[config.mk]
export PLATFORM = sky130hd
export DESIGN_NAME = bnn_layer_engine
export DESIGN_NICKNAME = d
export VERILOG_FILES = /design/src/rtl/bnn_layer_engine.sv
export SDC_FILE = /design/constraint.sdc
export NUM_CORES = 1
export LEC_CHECK = 0
export BUFFER_PORTS_ARGS = -buffer_cell sky130_fd_sc_hd__buf_4
export CAP_MARGIN = 25
export CORE_MARGIN = 5
export CORE_UTILIZATION = 60
export CTS_CLUSTER_SIZE = 14
export DETAILED_ROUTE_END_ITERATION = 8
export GPL_TIMING_DRIVEN = 0
export PLACE_DENSITY = 0.79
export SYNTH_ARGS = -nofsm -noshare
export SYNTH_HDL_FRONTEND = slang
export SYNTH_SLANG_ARGS = --single-unit
[constraint.sdc]
create_clock -name clk -period 6.2 [get_ports clk]
set_clock_uncertainty 0.1 [all_clocks]
set_input_delay 0.62 -clock clk [delete_from_list [all_inputs] [get_ports clk]]
set_output_delay 0.62 -clock clk [all_outputs]
set_load 0.03 [all_outputs]
[src/rtl/bnn_layer_engine.sv]
// bnn_layer_engine: binary neural network layer, one neuron per cycle.
// Each neuron fires when the XNOR popcount of the latched input against
// its weights reaches its threshold. Weights and thresholds are loaded
// through a small beat port while the engine is idle.
// Ports:
//   clk, reset        clock and synchronous active-high reset
//   in_valid/ready    input vector handshake, in_data N_IN bits
//   out_valid/ready   result handshake, out_data N_OUT bits
//   load_valid/ready  parameter load beats; load_sel 0=weight 1=thresh
//   load_data         LOAD_W-bit load payload
//   busy              high while neurons are being evaluated
module bnn_layer_engine #(
    parameter int N_IN    = 8,
    parameter int N_OUT   = 4,
    parameter int LOAD_W  = 4,
    parameter int DEF_THR = 6
) (
    input  logic              clk,
    input  logic              reset,
    input  logic              in_valid,
    output logic              in_ready,
    input  logic [N_IN-1:0]   in_data,
    output logic              out_valid,
    input  logic              out_ready,
    output logic [N_OUT-1:0]  out_data,
    input  logic              load_valid,
    output logic              load_ready,
    input  logic              load_sel,
    input  logic [LOAD_W-1:0] load_data,
    output logic              busy
);

    localparam int CW = $clog2(N_IN + 1);
    localparam int NB = N_OUT * N_IN / LOAD_W;
    localparam int PW = (NB > 1) ? $clog2(NB) : 1;
    localparam int TW = (N_OUT > 1) ? $clog2(N_OUT) : 1;

    typedef enum logic [1:0] {
        IDLE,
        BUSY,
        DONE
    } state_t;

    state_t                  state;
    logic [N_OUT*N_IN-1:0]   w_flat;
    logic [CW-1:0]           thr [N_OUT];
    logic [PW-1:0]           w_ptr;
    logic [TW-1:0]           t_ptr;
    logic [TW-1:0]           idx;
    logic [N_IN-1:0]         in_lat;
    logic [N_OUT-1:0]        res;
    logic [N_OUT-1:0]        res_nxt;
    logic [N_IN-1:0]         w_sel;
    logic [N_IN-1:0]         match;
    logic [CW-1:0]           pc;
    logic                    fire;
    logic                    load_fire;

    assign in_ready   = (state == IDLE);
    assign load_ready = (state == IDLE);
    assign busy       = (state == BUSY);

    // Loads are taken in IDLE even when an input is accepted on the same
    // edge; the new parameters are then in place before the first neuron.
    assign load_fire = load_valid && (state == IDLE);

    always_comb begin
        w_sel = w_flat[idx*N_IN +: N_IN];
        match = ~(in_lat ^ w_sel);
        pc    = '0;
        for (int i = 0; i < N_IN; i++) begin
            pc = pc + CW'(match[i]);
        end
        fire         = ({1'b0, pc} >= {1'b0, thr[idx]});
        res_nxt      = res;
        res_nxt[idx] = fire;
    end

    always_ff @(posedge clk) begin
        if (reset) begin
            state     <= IDLE;
            out_valid <= 1'b0;
            out_data  <= '0;
            w_flat    <= '0;
            w_ptr     <= '0;
            t_ptr     <= '0;
            idx       <= '0;
            in_lat    <= '0;
            res       <= '0;
            for (int j = 0; j < N_OUT; j++) begin
                thr[j] <= CW'(DEF_THR);
            end
        end else begin
            if (load_fire) begin
                if (!load_sel) begin
                    w_flat[w_ptr*LOAD_W +: LOAD_W] <= load_data;
                    if (w_ptr == PW'(NB - 1)) begin
                        w_ptr <= '0;
                    end else begin
                        w_ptr <= w_ptr + 1'b1;
                    end
                end else begin
                    thr[t_ptr] <= load_data[CW-1:0];
                    if (t_ptr == TW'(N_OUT - 1)) begin
                        t_ptr <= '0;
                    end else begin
                        t_ptr <= t_ptr + 1'b1;
                    end
                end
            end

            case (state)
                IDLE: begin
                    if (in_valid) begin
                        in_lat <= in_data;
                        idx    <= '0;
                        res    <= '0;
                        state  <= BUSY;
                    end
                end
                BUSY: begin
                    res <= res_nxt;
                    if (idx == TW'(N_OUT - 1)) begin
                        out_data  <= res_nxt;
                        out_valid <= 1'b1;
                        idx       <= '0;
                        state     <= DONE;
                    end else begin
                        idx <= idx + 1'b1;
                    end
                end
                DONE: begin
                    if (out_ready) begin
                        out_valid <= 1'b0;
                        state     <= IDLE;
                    end
                end
                default: begin
                    state <= IDLE;
                end
            endcase
        end
    end

endmodule
==> results.toml, run 1 <==
[clocking]
clkSinkCount = 75
holdBufCountCts = 0
cts_tree = "built"
cts_setup_buffers = 0
htree_levels = 3
clockRootBuffer = "clkbuf_8"
clock_latency_ns = 0.35
cts_resized = 0
clockBufferDepth = 2
cts_made_buffers = 9
clkTransAtPathRegs_ns = 0.08

[placed_design]
numPortBuffers = 25
hpwl_mm = 5.73
gp_congestion = 0.764

[yosys]
ys_ff_latch = 75
synth_edf_count = 16
synthTopCellsByCount = "59 x dfxtp_1, 39 x nor2_1, 34 x mux2i_1"
yosysUniqueCellTypes = 44
synth.area.top_cells = "dfxtp_1 32%, edfxtp_1 13%, mux2i_1 9.1%"
ys_seq_area_share_pct = 44.5
synth_nets = 398
yosysWarnings = 0
syn_inst = 360
async_flop_share_pct = 0
ys.flop_type = "dfxtp_1"
synth_area_leader_cell = "dfxtp_1"
synth_most_common_cell = "dfxtp_1"
synth_top_area_share_pct = 31.6
synth_area_um2 = 3730
postSynthAreaPerCell_um2 = 10.4

[critical_path]
crit_path_end_kind = "flop"
cp.required_ns = 6.32
rr_startpoint = "idx[0]"
arrival_ns = 5.74
crit_type = "reg2reg"
regToRegEndpoint = "out_data[1]"
reg2reg_depth = 16
cp-endpoint = "out_data[1]"
crit_fanout = 10
startpoint = "idx[0]"
regToRegSetupSlack_ns = 0.58
cp-start-kind = "flop"

[detailed_routing]
via_per_inst = 5.48
vias = 2609
wirelength_mm = 7.55
drc = 0
routedWlPerCell_um = 15.9
ant_nets = 0
drtIter0Drc = 93
drt_pass1_iterations = 4

[layout]
seq_area_um2 = 1660
layout-drive-gt1-share_pct = 16.5
antenna_cells = 0
multi_input_area_um2 = 1880
finish.utilization_pct = 70.7
finalNetCount = 434
fillers = 442
areaGrowthSynthToFinish_pct = 13.5

[power]
vdd_drop_max_mv = 0.200
p_leak_uw = 0.00176
power.density_nw_per_um2 = 262

[global_routing]
use_met2_pct = 39.5
grt-ovfl-total = 0
grt_first_pass_wirelength_mm = 12.8
grt_max_degree = 14
track_usage_pct = 21.8
use_met1_pct = 24.6
use_met3_pct = 5.96
grt-busiest-layer = "met2"
antenna_found_initial = 0
grt_pass1_vias = 2652

[sta]
setup_tns_ns = 0
finalSetupViolations = 0
finalHoldViolations = 0
slew_violations = 0
tightestPinTransition_ns = 0.870
period_needed_ns = 5.62
timing.final.crit_share_pct = 90.7
rsz0062_at_grt = "false"
fmax_ghz = 0.178
max-slew-margin-rel_pct = 41.2

[floorplanning]
io_pins = 26
dieArea_um2 = 7900
core_um2 = 5990
chipHeight_um = 88.9
start_util_pct = 62.3
rows = 28
die_w_um = 88.9

[worst_hold_path]
hp-class = "reg2reg"

[outcome]
outcome = "complete, no violations"

[run]
cap_violations = 0
registers in the layout (all words and copies together) (netlist names), 3 cells and up, named ones only:
name / flops
w_ptr: 3
out_data: 4
w_flat: 32
thr: 16
res: 3
in_lat: 8
power breakdown:
group / switching, uW / internal [uW]
Combinational: 106 / 76.1
Sequential: 9.56 / 510
Clock: 177 / 233
area by class of cell:
cell class | instances | area share (%)
Buffer | 25 | 2.83
Clock buffer | 13 | 4.25
Clock inverter | 3 | 1.03
Inverter | 20 | 1.77
Multi-Input combinational cell | 240 | 44.3
Sequential cell | 75 | 39.2
Tap cell | 75 | 2.21
Timing Repair Buffer | 25 | 4.43
worst min path at each step:
stage | start | endpoint | slack (ns) | depth (start not counted)
final | in_lat[6] | in_lat[6] | 0.38 | 2
after global routing | in_lat[2] | in_lat[2] | 0.40 | 2
after CTS | in_lat[6] | in_lat[6] | 0.38 | 2
after detailed placement | in_lat[6] | in_lat[6] | 0.37 | 2
after global placement | out_valid | out_valid | 0.36 | 2
after floorplan | in_lat[4] | in_lat[4] | 0.35 | 2
metal layers:
| layer | share of wire [%] | vias up |
|---|---|---|
| met3 | 3.8 | 10 |
| met2 | 53 | 34 |
| met1 | 42 | 1252 |
| li1 | - | 1313 |
| met5 | 0 | - |
| met4 | 1.4 | 0 |
layout by cell type, fill, tap and decap left out, types with 16 or more instances in the layout:
master and instances:
a21oi_1 22, buf_4 26, clkbuf_1 20, dfxtp_1 59, edfxtp_1 16, ha_1 16
inv_1 20, mux2i_1 34, nand2_1 24, nor2_1 39
critical path: stages (launching register included):
cell and delay (ns):
dfxtp_1 0.44, buf_1 0.62, mux4_2 0.64, xnor2_1 0.18, fa_1 0.54, inv_1 0.05
fa_1 0.52, fa_1 0.49, inv_1 0.07, ha_1 0.17, inv_1 0.06, fa_1 0.37
xnor2_1 0.14, ha_1 0.29, o21a_1 0.17, o2bb2ai_1 0.48, o32ai_1 0.18
cell families after synthesis:
logic type	after synthesis	synth area share (%)
fa+ha+maj	20	7.51
mux	46	16.4
simple gates	125	17.9
compound gates	40	6.37
xor+xnor	9	2.11
buf+inv	45	5.23
flops	75	44.5
through the flow:
step	instance area (um^2)	std cells	setup WS (ns)	power (uW)	hold WS [ns]
after floorplan	3730	360	1.18	663	0.348
after global placement	4010	460	0.635	707	0.357
after detailed placement	4010	460	0.534	716	0.366
after CTS	4240	476	0.543	1120	0.377
after global routing	4240	476	0.256	1170	0.402
final	4240	476	0.580	1110	0.377
(Power assumes the default switching activity.)
==> run 2, diff against run 1 <==
Settings changed: CORE_MARGIN 5 to 1.
==> results.toml, run 2 (synthesized netlist as in run 1, its figures left out) <==
[sta]
slew_violations = 0
finalSetupViolations = 0
finalHoldViolations = 0
timing.final.crit_share_pct = 90.9
period_needed_ns = 5.64
max-slew-margin-rel_pct = 34.0
fmax_ghz = 0.177
setup_tns_ns = 0
tightestPinTransition_ns = 0.977
rsz0062_at_grt = "false"

[layout]
finalNetCount = 434
layout-drive-gt1-share_pct = 16.7
top_regs = "w_flat: 32 flops, thr: 16 flops, in_lat: 8 flops"
final_cell_mix = "59 x dfxtp_1, 39 x nor2_1, 34 x mux2i_1"
finish.utilization_pct = 70.7
stdcell_count = 476
final_area_um2 = 4210
layout_commonest_cell = "dfxtp_1"
fillers = 473
areaGrowthSynthToFinish_pct = 12.8
antenna_cells = 0
largest_register_ffs = 32
largest-register = "w_flat"

[clocking]
cts_tree = "built"
cts_made_buffers = 9
htree_levels = 3
cts_resized = 0
clkSinkCount = 75
holdBufCountCts = 0
clockRootBuffer = "clkbuf_8"
clock_latency_ns = 0.35
clockBufferDepth = 2
clkTransAtPathRegs_ns = 0.08
cts_setup_buffers = 0

[floorplanning]
dieArea_um2 = 6540
rows = 28
start_util_pct = 62.7
core_um2 = 5960
chipHeight_um = 80.9
die_w_um = 80.9
io_pins = 26

[critical_path]
slowest_delay_ns = 0.64
crit_fanout = 10
crit_chain = "buf_1 -> mux4_2 -> xnor2_1 -> fa_1 -> inv_1 -> fa_1 -> fa_1 -> inv_1 -> ha_1 -> inv_1 -> fa_1 -> xnor2_1 -> ha_1 -> o21a_1 -> o2bb2ai_1 -> o32ai_1"
cpMaxStageDelayCell = "mux4_2"
crit_type = "reg2reg"
crit_path_end_kind = "flop"
cp.required_ns = 6.31
crit_top_cell = "fa_1"
arrival_ns = 5.75
cp-start-kind = "flop"

[placed_design]
postPlaceCellArea_um2 = 4010
hpwl_mm = 5.69
numPortBuffers = 25
gp_congestion = 0.784
dp.cells = 460

[detailed_routing]
via_per_inst = 5.58
drt_pass1_iterations = 4
ant_nets = 0
routedWlPerCell_um = 16.0
drtIter0Drc = 176
wirelength_mm = 7.60
drc = 0
vias = 2657

[worst_hold_path]
hp-class = "reg2reg"

[global_routing]
track_usage_pct = 26.7
antenna_found_initial = 0
grt_max_degree = 14
grt_pass1_vias = 2680
grt-ovfl-total = 0
grt_first_pass_wirelength_mm = 12.7

[power]
vdd_drop_max_mv = 0.179
power.density_nw_per_um2 = 257
p_leak_uw = 0.00175

[run]
cap_violations = 0

[outcome]
outcome = "complete, no violations"
==> run 2: path summary, 6_finish.rpt <==
check	from	endpoint	slack, ns	cells after the start
max reg2reg	idx[0]	out_data[2]	0.56	16
max	idx[0]	out_data[2]	0.56	16
min reg2reg	out_valid	out_valid	0.37	2
min	out_valid	out_valid	0.37	2
==> run 2: power breakdown <==
| group | internal, uW | switching [uW] | total (uW) | leakage (uW) |
|---|---|---|---|---|
| combinational | 76.5 | 111 | 188 | 0.00103 |
| clock | 191 | 183 | 374 | 0.000104 |
| sequential | 510 | 9.61 | 520 | 0.000619 |
==> run 2: area by class of cell <==
| cell class | instances | area (um^2) | share of cell area, % |
|---|---|---|---|
| clock buffer | 10 | 131 | 3.12 |
| timing repair buffer | 25 | 188 | 4.46 |
| buffer | 25 | 120 | 2.85 |
| multi-input combinational | 240 | 1880 | 44.5 |
| sequential | 75 | 1660 | 39.5 |
| clock inverter | 6 | 66.3 | 1.57 |
| tap | 75 | 93.8 | 2.23 |
| inverter | 20 | 75.1 | 1.78 |
==> run 2: metrics by stage <==
stage / total power [uW] / hold WS, ns / setup WS, ns
6_report: 1080 / 0.366 / 0.563
4_1_cts: 1090 / 0.370 / 0.492
3_5_place_dp: 719 / 0.360 / 0.492
2_1_floorplan: 663 / 0.348 / 1.18
3_3_place_gp: 708 / 0.356 / 0.634
5_1_grt: 1130 / 0.384 / 0.290
==> run 2: per-layer routing <==
layer / wire [um] / global-route usage (%) / vias up
li1: - / - / 1310
met1: 3300 / 32.2 / 1291
met2: 3950 / 47.3 / 45
met3: 245 / 4.04 / 11
met4: 114 / 11.1 / 0
met5: 0 / 0 / -
==> run 2: worst max-delay path, delay by kind of cell (launching register included) <==
| kind | cells | cell delay (ns) |
|---|---|---|
| flops | 1 | 0.43 |
| mux | 1 | 0.64 |
| buf+inv | 4 | 0.80 |
| compound gates | 3 | 0.88 |
| fa+ha+maj | 6 | 2.33 |
| xor+xnor | 2 | 0.31 |
==> run 3, diff against run 2 <==
Settings changed: CORE_UTILIZATION 60 to 54, PLACE_DENSITY 0.79 to 0.85, RECOVER_POWER set to 50.
Clock period 6.2 ns to 4.75 ns, I/O delays scaled along.
==> results.toml, run 3 (synthesized netlist as in run 1, its figures left out) <==
[detailed_routing]
via_per_inst = 5.69
drc = 0
drtIter0Drc = 142
routedWlPerCell_um = 17.0
ant_nets = 0
wirelength_mm = 8.18
vias = 2733
drt_pass1_iterations = 5

[sta]
finalSetupViolations = 0
period_needed_ns = 4.62
tightestPinTransition_ns = 0.762
setup_tns_ns = 0
max-slew-margin-rel_pct = 48.5
timing.final.crit_share_pct = 97.2
rsz0062_at_grt = "false"
finalHoldViolations = 0
fmax_ghz = 0.217
slew_violations = 0

[critical_path]
crit_type = "reg2reg"
crit_fanout = 7
slowest_delay_ns = 0.53
crit_chain = "buf_12 -> mux4_2 -> xnor2_2 -> fa_1 -> inv_1 -> fa_1 -> fa_1 -> inv_1 -> ha_2 -> inv_1 -> fa_2 -> xnor2_1 -> ha_1 -> o21a_1 -> o2bb2ai_4 -> o32ai_2"
rr_startpoint = "idx[0]"
cpMaxStageDelayCell = "mux4_2"
regToRegSetupSlack_ns = 0.13
regToRegEndpoint = "out_data[0]"
arrival_ns = 4.73
reg2reg_depth = 16
cp.required_ns = 4.87
cp-start-kind = "flop"
crit_path_end_kind = "flop"

[outcome]
outcome = "complete, no violations"

[global_routing]
grt_pass1_vias = 2650
track_usage_pct = 24.3
grt-ovfl-total = 0
antenna_found_initial = 0
grt_max_degree = 13
grt_first_pass_wirelength_mm = 13.1

[layout]
top_regs = "w_flat: 32 flops, thr: 16 flops, in_lat: 8 flops"
final_cell_mix = "58 x dfxtp_1, 39 x nor2_1, 34 x mux2i_1"
fillers = 469
layout-drive-gt1-share_pct = 18.4
areaGrowthSynthToFinish_pct = 16.1
layout_commonest_cell = "dfxtp_1"
finalNetCount = 436
largest_register_ffs = 32
largest-register = "w_flat"
finish.utilization_pct = 66.7
antenna_cells = 0

[worst_hold_path]
min_to = "in_lat[2]"
hp-class = "in2reg"
min_path_cells = 3
min_from = "in_data[2]"

[floorplanning]
start_util_pct = 57.5
core_um2 = 6490
rows = 29
io_pins = 26
dieArea_um2 = 7250
die_w_um = 85.1
chipHeight_um = 85.1

[power]
power.density_nw_per_um2 = 358
vdd_drop_max_mv = 0.230
p_leak_uw = 0.00177

[clocking]
htree_levels = 3
cts_tree = "built"
clockRootBuffer = "clkbuf_8"
holdBufCountCts = 0
clkTransAtPathRegs_ns = 0.08
cts_made_buffers = 9
clock_latency_ns = 0.35
clkSinkCount = 75
clockBufferDepth = 2

[placed_design]
gp_congestion = 0.793
numPortBuffers = 25
hpwl_mm = 5.75

[run]
cap_violations = 0
[run 3: worst max-delay path by stage]
stage          slack (ns)     endpoint   start
3_5_place_dp        -0.38  out_data[0]  idx[0]
3_3_place_gp        -0.32  out_data[2]  idx[0]
4_1_cts              0.02  out_data[1]  idx[1]
2_1_floorplan        0.07  out_data[0]  idx[0]
5_1_grt             0.009  out_data[1]  idx[0]
6_report             0.13  out_data[0]  idx[0]
[run 3: per-stage QoR]
stage | setup WS, ns | hold WS [ns] | instances | power (uW) | area (um^2)
after floorplan | 0.0737 | 0.348 | 360 | 874 | 3740
after global placement | -0.319 | 0.353 | 462 | 934 | 4020
after detailed placement | -0.378 | 0.363 | 462 | 946 | 4020
after CTS | 0.0194 | 0.263 | 479 | 1540 | 4310
after global routing | 0.00941 | 0.267 | 480 | 1610 | 4330
final | 0.133 | 0.263 | 480 | 1550 | 4330
[run 3: layout make-up]
| cell class | count | area, um^2 | area share, % |
|---|---|---|---|
| Buffer | 25 | 140 | 3.23 |
| Clock inverter | 6 | 104 | 2.40 |
| Clock buffer | 10 | 128 | 2.95 |
| Timing Repair Buffer | 27 | 180 | 4.16 |
| Sequential cell | 75 | 1670 | 38.4 |
| Inverter | 20 | 75.1 | 1.73 |
| Multi-Input combinational cell | 240 | 1940 | 44.9 |
| Tap cell | 77 | 96.3 | 2.22 |
[run 3: report_power, final]
part | internal, uW | switching (uW) | total (uW)
Sequential | 666 | 13.3 | 679
Combinational | 119 | 166 | 285
Clock | 346 | 241 | 587
[run 3: timing repair]
item,in CTS,in global routing
pin swaps,1,8
setup endpoints to repair,7,7
buffers inserted,1,1
gates resized for setup,10,9
[run 3: critical path, delay by kind of cell (launching register included)]
| kind | cells | cell delay (ns) |
|---|---|---|
| adder cells (fa/ha/maj) | 6 | 2.24 |
| AO/OA/AOI/OAI | 3 | 0.59 |
| multiplexers | 1 | 0.53 |
| flip-flops | 1 | 0.38 |
| XOR/XNOR | 2 | 0.31 |
| buffers and inverters | 4 | 0.30 |
[run 3: routing by layer]
layer / global-route usage (%) / wire length (um) / vias to the layer above
li1: - / - / 1315
met1: 29.4 / 3450 / 1338
met2: 41.9 / 4170 / 71
met3: 5.93 / 426 / 9
met4: 9.55 / 129 / 0
met5: 0 / 0 / -
